### src/rtl/uart_pkg.sv
// Shared UART definitions: parity modes, TX/RX state encodings and the parity helper.
package uart_pkg;

    localparam int PARITY_NONE = 0;
    localparam int PARITY_ODD  = 1;
    localparam int PARITY_EVEN = 2;

    typedef enum logic [2:0] {
        TX_IDLE,
        TX_START,
        TX_DATA,
        TX_PARITY,
        TX_STOP
    } tx_state_e;

    typedef enum logic [2:0] {
        RX_IDLE,
        RX_START,
        RX_DATA,
        RX_PARITY,
        RX_STOP
    } rx_state_e;

    // Parity bit to append to data; bits above the payload width must be zero.
    function automatic logic parity_calc(input logic [8:0] data, input int mode);
        logic result;
        result = 1'b0;
        case (mode)
            PARITY_ODD:  result = ~(^data);
            PARITY_EVEN: result = ^data;
            default:     result = 1'b0;
        endcase
        return result;
    endfunction

endpackage

### src/rtl/uart_baud_gen.sv
// Oversample tick generator: free-running divisor counter, one-cycle tick on wrap.
module uart_baud_gen #(
    parameter int DIV_W = 16
) (
    input  logic             clk,
    input  logic             rst,
    input  logic [DIV_W-1:0] div,
    output logic             tick
);

    logic [DIV_W-1:0] cnt;
    logic [DIV_W-1:0] lim;
    logic [DIV_W-1:0] div_eff;

    assign div_eff = (div == '0) ? DIV_W'(1) : div;
    assign tick    = (cnt == lim - DIV_W'(1));

    // The limit is only re-sampled on wrap, so a divisor change never truncates a period.
    always_ff @(posedge clk) begin
        if (rst) begin
            cnt <= '0;
            lim <= div_eff;
        end else if (tick) begin
            cnt <= '0;
            lim <= div_eff;
        end else begin
            cnt <= cnt + DIV_W'(1);
        end
    end

endmodule

### src/rtl/uart_xcvr.sv
// Full-duplex UART transceiver with valid/ready byte ports and internal loopback.
// Handshakes: a transfer happens on a cycle where valid & ready are both high.
module uart_xcvr
    import uart_pkg::*;
#(
    parameter int DATA_BITS = 8,
    parameter int PARITY    = 0,
    parameter int STOP_BITS = 1,
    parameter int OSR       = 16,
    parameter int DIV_W     = 16
) (
    input  logic                 clk_i,
    input  logic                 rst_i,
    input  logic [DIV_W-1:0]     baud_div_i,
    input  logic                 loopback_i,
    input  logic [DATA_BITS-1:0] tx_data_i,
    input  logic                 tx_valid_i,
    output logic                 tx_ready_o,
    output logic                 tx_busy_o,
    output logic [DATA_BITS-1:0] rx_data_o,
    output logic                 rx_valid_o,
    input  logic                 rx_ready_i,
    output logic                 rx_parity_err_o,
    output logic                 rx_frame_err_o,
    output logic                 rx_overrun_o,
    input  logic                 serial_in_i,
    output logic                 serial_out_o
);

    localparam int CNT_W = $clog2(OSR * 2) + 1;
    localparam int IDX_W = $clog2(DATA_BITS);
    localparam logic [CNT_W-1:0] BIT_LAST  = CNT_W'(OSR - 1);
    localparam logic [CNT_W-1:0] HALF_LAST = CNT_W'(OSR / 2 - 1);
    localparam logic [CNT_W-1:0] STOP_LAST = CNT_W'(STOP_BITS * OSR - 1);
    localparam logic [IDX_W-1:0] IDX_LAST  = IDX_W'(DATA_BITS - 1);

    logic tick;

    uart_baud_gen #(.DIV_W(DIV_W)) u_baud (
        .clk  (clk_i),
        .rst  (rst_i),
        .div  (baud_div_i),
        .tick (tick)
    );

    tx_state_e            tx_state;
    logic [CNT_W-1:0]     tx_cnt;
    logic [IDX_W-1:0]     tx_idx;
    logic [DATA_BITS-1:0] tx_shr;
    logic                 tx_par;
    logic                 tx_line;
    logic                 tx_rdy;
    logic                 out_q;
    logic                 tx_bit_end;

    assign tx_bit_end   = tick && (tx_cnt == BIT_LAST);
    assign tx_ready_o   = tx_rdy;
    assign tx_busy_o    = (tx_state != TX_IDLE);
    assign serial_out_o = out_q;

    // tx_line is the internal TX line; out_q mirrors it (forced high in loopback)
    // and is updated alongside tx_line so the pin carries no extra cycle of delay.
    always_ff @(posedge clk_i) begin
        if (rst_i) begin
            tx_state <= TX_IDLE;
            tx_cnt   <= '0;
            tx_idx   <= '0;
            tx_shr   <= '0;
            tx_par   <= 1'b0;
            tx_line  <= 1'b1;
            tx_rdy   <= 1'b1;
            out_q    <= 1'b1;
        end else begin
            out_q <= loopback_i | tx_line;
            if (tick) tx_cnt <= tx_cnt + CNT_W'(1);
            case (tx_state)
                TX_IDLE: begin
                    tx_cnt <= '0;
                    if (tx_valid_i && tx_rdy) begin
                        tx_shr   <= tx_data_i;
                        tx_par   <= parity_calc(9'(tx_data_i), PARITY);
                        tx_rdy   <= 1'b0;
                        tx_line  <= 1'b0;
                        out_q    <= loopback_i;
                        tx_state <= TX_START;
                    end
                end
                TX_START: begin
                    if (tx_bit_end) begin
                        tx_cnt   <= '0;
                        tx_idx   <= '0;
                        tx_line  <= tx_shr[0];
                        out_q    <= loopback_i | tx_shr[0];
                        tx_state <= TX_DATA;
                    end
                end
                TX_DATA: begin
                    if (tx_bit_end) begin
                        tx_cnt <= '0;
                        if (tx_idx == IDX_LAST) begin
                            if (PARITY != PARITY_NONE) begin
                                tx_line  <= tx_par;
                                out_q    <= loopback_i | tx_par;
                                tx_state <= TX_PARITY;
                            end else begin
                                tx_line  <= 1'b1;
                                out_q    <= 1'b1;
                                tx_state <= TX_STOP;
                            end
                        end else begin
                            tx_idx  <= tx_idx + IDX_W'(1);
                            tx_shr  <= tx_shr >> 1;
                            tx_line <= tx_shr[1];
                            out_q   <= loopback_i | tx_shr[1];
                        end
                    end
                end
                TX_PARITY: begin
                    if (tx_bit_end) begin
                        tx_cnt   <= '0;
                        tx_line  <= 1'b1;
                        out_q    <= 1'b1;
                        tx_state <= TX_STOP;
                    end
                end
                TX_STOP: begin
                    if (tick && (tx_cnt == STOP_LAST)) begin
                        tx_cnt   <= '0;
                        tx_rdy   <= 1'b1;
                        tx_state <= TX_IDLE;
                    end
                end
                default: tx_state <= TX_IDLE;
            endcase
        end
    end

    rx_state_e            rx_state;
    logic [1:0]           rx_sync;
    logic                 rx_in;
    logic [CNT_W-1:0]     rx_cnt;
    logic [IDX_W-1:0]     rx_idx;
    logic [DATA_BITS-1:0] rx_shr;
    logic                 rx_par;
    logic                 rx_bit_end;
    logic [DATA_BITS-1:0] rx_data_q;
    logic                 rx_valid_q;
    logic                 rx_perr_q;
    logic                 rx_ferr_q;
    logic                 rx_ovr_q;

    assign rx_in           = loopback_i ? tx_line : rx_sync[1];
    assign rx_bit_end      = tick && (rx_cnt == BIT_LAST);
    assign rx_data_o       = rx_data_q;
    assign rx_valid_o      = rx_valid_q;
    assign rx_parity_err_o = rx_perr_q;
    assign rx_frame_err_o  = rx_ferr_q;
    assign rx_overrun_o    = rx_ovr_q;

    always_ff @(posedge clk_i) begin
        if (rst_i) begin
            rx_state   <= RX_IDLE;
            rx_sync    <= 2'b11;
            rx_cnt     <= '0;
            rx_idx     <= '0;
            rx_shr     <= '0;
            rx_par     <= 1'b0;
            rx_data_q  <= '0;
            rx_valid_q <= 1'b0;
            rx_perr_q  <= 1'b0;
            rx_ferr_q  <= 1'b0;
            rx_ovr_q   <= 1'b0;
        end else begin
            rx_sync <= {rx_sync[0], serial_in_i};
            if (tick) rx_cnt <= rx_cnt + CNT_W'(1);
            if (rx_valid_q && rx_ready_i) begin
                rx_valid_q <= 1'b0;
                rx_ovr_q   <= 1'b0;
            end
            case (rx_state)
                RX_IDLE: begin
                    rx_cnt <= '0;
                    if (tick && !rx_in) rx_state <= RX_START;
                end
                RX_START: begin
                    // Half a bit after the falling edge: still low means a real start bit.
                    if (tick && (rx_cnt == HALF_LAST)) begin
                        rx_cnt   <= '0;
                        rx_idx   <= '0;
                        rx_state <= rx_in ? RX_IDLE : RX_DATA;
                    end
                end
                RX_DATA: begin
                    if (rx_bit_end) begin
                        rx_cnt <= '0;
                        rx_shr <= {rx_in, rx_shr[DATA_BITS-1:1]};
                        if (rx_idx == IDX_LAST) begin
                            rx_state <= (PARITY != PARITY_NONE) ? RX_PARITY : RX_STOP;
                        end else begin
                            rx_idx <= rx_idx + IDX_W'(1);
                        end
                    end
                end
                RX_PARITY: begin
                    if (rx_bit_end) begin
                        rx_cnt   <= '0;
                        rx_par   <= rx_in;
                        rx_state <= RX_STOP;
                    end
                end
                RX_STOP: begin
                    // A load overrides a same-cycle accept; overrun only if nobody took the old byte.
                    if (rx_bit_end) begin
                        rx_cnt     <= '0;
                        rx_data_q  <= rx_shr;
                        rx_perr_q  <= (PARITY != PARITY_NONE) &&
                                      (parity_calc(9'(rx_shr), PARITY) != rx_par);
                        rx_ferr_q  <= ~rx_in;
                        rx_valid_q <= 1'b1;
                        rx_ovr_q   <= rx_valid_q && !rx_ready_i;
                        rx_state   <= RX_IDLE;
                    end
                end
                default: rx_state <= RX_IDLE;
            endcase
        end
    end

endmodule

### config.mk
export PLATFORM = sky130hd
export DESIGN_NAME = uart_xcvr
export DESIGN_NICKNAME = d
export VERILOG_FILES = /design/src/rtl/uart_pkg.sv /design/src/rtl/uart_baud_gen.sv /design/src/rtl/uart_xcvr.sv
export SDC_FILE = /design/constraint.sdc
export NUM_CORES = 1
export LEC_CHECK = 0
export CAP_MARGIN = 15
export CELL_PAD_IN_SITES_DETAIL_PLACEMENT = 1
export CELL_PAD_IN_SITES_GLOBAL_PLACEMENT = 1
export CORE_MARGIN = 2
export CORE_UTILIZATION = 41
export CTS_BUF_LIST = sky130_fd_sc_hd__clkbuf_2 sky130_fd_sc_hd__clkbuf_4 sky130_fd_sc_hd__clkbuf_8
export CTS_CLUSTER_DIAMETER = 200
export CTS_CLUSTER_SIZE = 40
export DETAILED_ROUTE_END_ITERATION = 10
export PLACE_DENSITY = 0.79
export SYNTH_ARGS = -nofsm -noshare
export SYNTH_HDL_FRONTEND = slang
export SYNTH_SLANG_ARGS = --single-unit
### constraint.sdc
create_clock -name clk_i -period 3.4 [get_ports clk_i]
set_input_delay 0.68 -clock clk_i [delete_from_list [all_inputs] [get_ports clk_i]]
set_output_delay 0.68 -clock clk_i [all_outputs]
set_load 0.005 [all_outputs]
==> flow_summary.json <==
{
  "synthMuxAreaShare_pct": 7.37,
  "worstSetupStartpointType": "flip-flop",
  "drc": 0,
  "slew_headroom_pct": 54.4,
  "synth-seq-area-share_pct": 42.9,
  "worstMarginPinSlew_ns": 0.679,
  "ant_nets": 0,
  "synth_top_family_by_area": "simple AND/OR/NAND/NOR gates",
  "cts.sinks": 88,
  "reg2reg_to": "serial_out_o",
  "p_sw_share_pct": 25.4,
  "die_area_sq_um": 11800,
  "ys_types": 60,
  "yosys-top-cells-count": "dfxtp_1, nor2_1, mux2i_1, clkbuf_1, nor3_1",
  "cts_root_buffer": "clkbuf_8",
  "leakage_uw": 0.00202,
  "synth.most_common_cell": "dfxtp_1",
  "clk_transition_reported_paths_ns": 0.10,
  "cp_num_buf_inv": 1,
  "critPathMostFrequentCell": "or4b_4",
  "viasPerCell": 5.49,
  "synth_top_area_share_pct": 32.2,
  "max_freq_mhz": 304,
  "grt_pass1_wl_microns": 17700,
  "num_rows": 38,
  "first_pass_iters": 4,
  "finalSetupViolCount": 0,
  "slowest_stage": "or4b_4",
  "grt_overflow": 0,
  "io_pins": 45,
  "fillers": 1246,
  "yosys.area_share.simple_pct": 26.0,
  "htree_levels": 3,
  "pwr-share-comb_pct": 8.5,
  "fin_skew_ns": 0.0151,
  "whs_path_depth": 1,
  "pwr-share-seq_pct": 53.9,
  "hold_viol_final": 0,
  "syn_area_sq_um": 4480,
  "drive_gt1_share_pct": 10.3,
  "hold_class": "flip-flop to flip-flop",
  "grt_pass1_vias": 3688,
  "setup_ws_ns": 0.114,
  "clk_latency_ns": 0.39,
  "power_density_nw_per_um2": 392,
  "timing.rr.start": "u_baud.lim[0]",
  "crit_family": "simple AND/OR/NAND/NOR gates",
  "ys_ff_latch": 88,
  "gp_congestion": 0.818,
  "crit_type": "flip-flop to flip-flop",
  "setup_tns_ns": 0,
  "reg2reg_setup_slack_ns": 0.11,
  "max-cap-violations": 0,
  "outcome": "completed",
  "wl_microns": 10700,
  "diodes": 0,
  "critPathCaptureType": "flip-flop",
  "worst_ir_drop_vdd_v": 0.000267,
  "grtUsageTotal_pct": 19.4,
  "postSynthAreaPerCell_sq_um": 9.19,
  "final_area_sq_um": 5300,
  "synth_xor_area_share_pct": 7.54,
  "clock_path_buffers": 2,
  "drt_iter0_drc": 99,
  "period_share_pct": 96.6,
  "whs_endpoint": "rx_sync[1]",
  "cts_buffers": 9,
  "slowest_delay_ns": 0.53,
  "ys_top_cells_by_area": "dfxtp_1, edfxtp_1, mux2i_1, nor2_1, xnor2_1",
  "wl_per_cell_microns": 16.1,
  "grt_max_degree": 32,
  "slew_violations": 0,
  "areaGrowthSynthToFinish_pct": 18.3,
  "total_power_uw": 2080,
  "initial_core_util_pct": 41.7,
  "synth_largest_area_cell": "dfxtp_1",
  "yosysWarnings": 0,
  "syn_inst": 488,
  "crit_fanout": 5,
  "pre_cts_slack_ns": -0.0115,
  "p_int_uw": 1550,
  "worstPathRequired_ns": 3.68,
  "die_x_microns": 109,
  "multi_input_area_sq_um": 2390,
  "crit_path_cell_trace": "inv_1, ha_2, or4b_4, nor4_4, o22ai_1, nor4b_1, or4b_4, nor3_4, a31oi_1, a311o_1",
  "synthAdderAreaFrac_pct": 2.46,
  "port_buffers": 43,
  "synth-main-ff-cell": "dfxtp_1",
  "synth-compound-area-share_pct": 9.21,
  "placed_area_sq_um": 5040,
  "place_hpwl_microns": 7920,
  "final_nets": 559,
  "synth_edf_count": 16,
  "ys_async_sr_fraction_pct": 0,
  "holdWs_ns": 0.450,
  "vias": 3656,
  "r2r_cells": 10,
  "p_sw_uw": 528,
  "core_sq_um": 10700,
  "synth_nets": 526,
  "cts_tree": "done",
  "fin_crit_ns": 3.29,
  "clock_power_share_pct": 37.6,
  "worstPathArrival_ns": 3.57,
  "antenna_found_initial": 0,
  "hold_start": "rx_sync[0]",
  "die_h_microns": 109,
  "regArea_sq_um": 1920
}
[through the flow]
| step | cells | util (%) |
|---|---|---|
| 2_1_floorplan | 488 | - |
| 3_3_place_gp | 646 | 46.9 |
| 3_5_place_dp | 646 | 46.9 |
| 4_1_cts | 662 | 48.9 |
| 5_1_grt | 666 | 49.4 |
| 6_report | 666 | 49.4 |
[flip-flops by register name, summed over array words and instances, names as in the netlist, 2 cells and up]
| name | count |
|---|---|
| rx_data_o | 8 |
| rx_cnt | 6 |
| tx_state | 3 |
| tx_shr | 8 |
| rx_shr | 8 |
| tx_idx | 3 |
| u_baud.cnt | 16 |
| rx_idx | 3 |
| u_baud.lim | 16 |
| rx_state | 3 |
| tx_cnt | 6 |
| rx_sync | 2 |
[timing repair]
action / in CTS / in global routing
setup endpoints to repair: 3 / 14
hold buffers: 0 / 0
resized for setup: 1 / 3
pin swaps: 1 / 4
buffers inserted: 0 / 4
[power by group through the flow]
stage                     Sequential (uW)  Combinational [uW]  Clock, uW
after floorplan                      1130                 107          0
after global placement               1140                 168          0
after detailed placement             1140                 176          0
after CTS                            1120                 177        808
after global routing                 1130                 196        852
final                                1120                 177        781
[cell type report]
| class | instances | area share, % |
|---|---|---|
| Multi-Input combinational cell | 350 | 45.0 |
| Clock inverter | 6 | 1.42 |
| Clock buffer | 10 | 2.59 |
| Sequential cell | 88 | 36.2 |
| Tap cell | 140 | 3.30 |
| Inverter | 13 | 0.920 |
| Timing Repair Buffer | 59 | 10.5 |
[worst max path at each step]
stage,start,end,slack [ns],depth (start not counted)
after floorplan,u_baud.lim[0],u_baud.lim[0],0.16,11
after global placement,u_baud.lim[0],tx_cnt[2],0.17,10
after detailed placement,u_baud.lim[0],tx_cnt[3],-0.01,10
after CTS,u_baud.lim[0],serial_out_o,0.04,10
after global routing,u_baud.lim[0],serial_out_o,-0.01,10
final,u_baud.lim[0],serial_out_o,0.11,10
[cell families after synthesis]
logic type,Yosys count
adders and majority gates,9
DFF,88
other,1
AOI/OAI and AO/OA,62
and+or+nand+nor,208
muxes,33
buffers and inverters,50
xor gates and xnor gates,37
[routing by layer]
| metal | routed length [microns] | global-route usage [%] | share of wire (%) |
|---|---|---|---|
| met4 | 233 | 8.52 | 2.2 |
| met5 | 0 | 0 | 0 |
| met1 | 4680 | 22.5 | 44 |
| met3 | 351 | 4.52 | 3.3 |
| met2 | 5470 | 33.9 | 51 |
[worst reg2reg max path, delay by kind of cell, from the launching register on]
family | cells | cell delay (ns)
flops | 1 | 0.44
compound gates | 3 | 0.56
buf+inv | 1 | 0.09
simple gates | 5 | 1.88
fa+ha+maj | 1 | 0.20
[cell usage in the layout (no fill, tap or decap), drive strengths merged, types with 17 or more instances in the layout]
master,instances
xor2,18
dfxtp,72
a21oi,17
xnor2,18
nor3,27
nand3,24
nor2,62
clkdlybuf4s50,42
mux2i,33
buf,17
(Power assumes the default switching activity.)
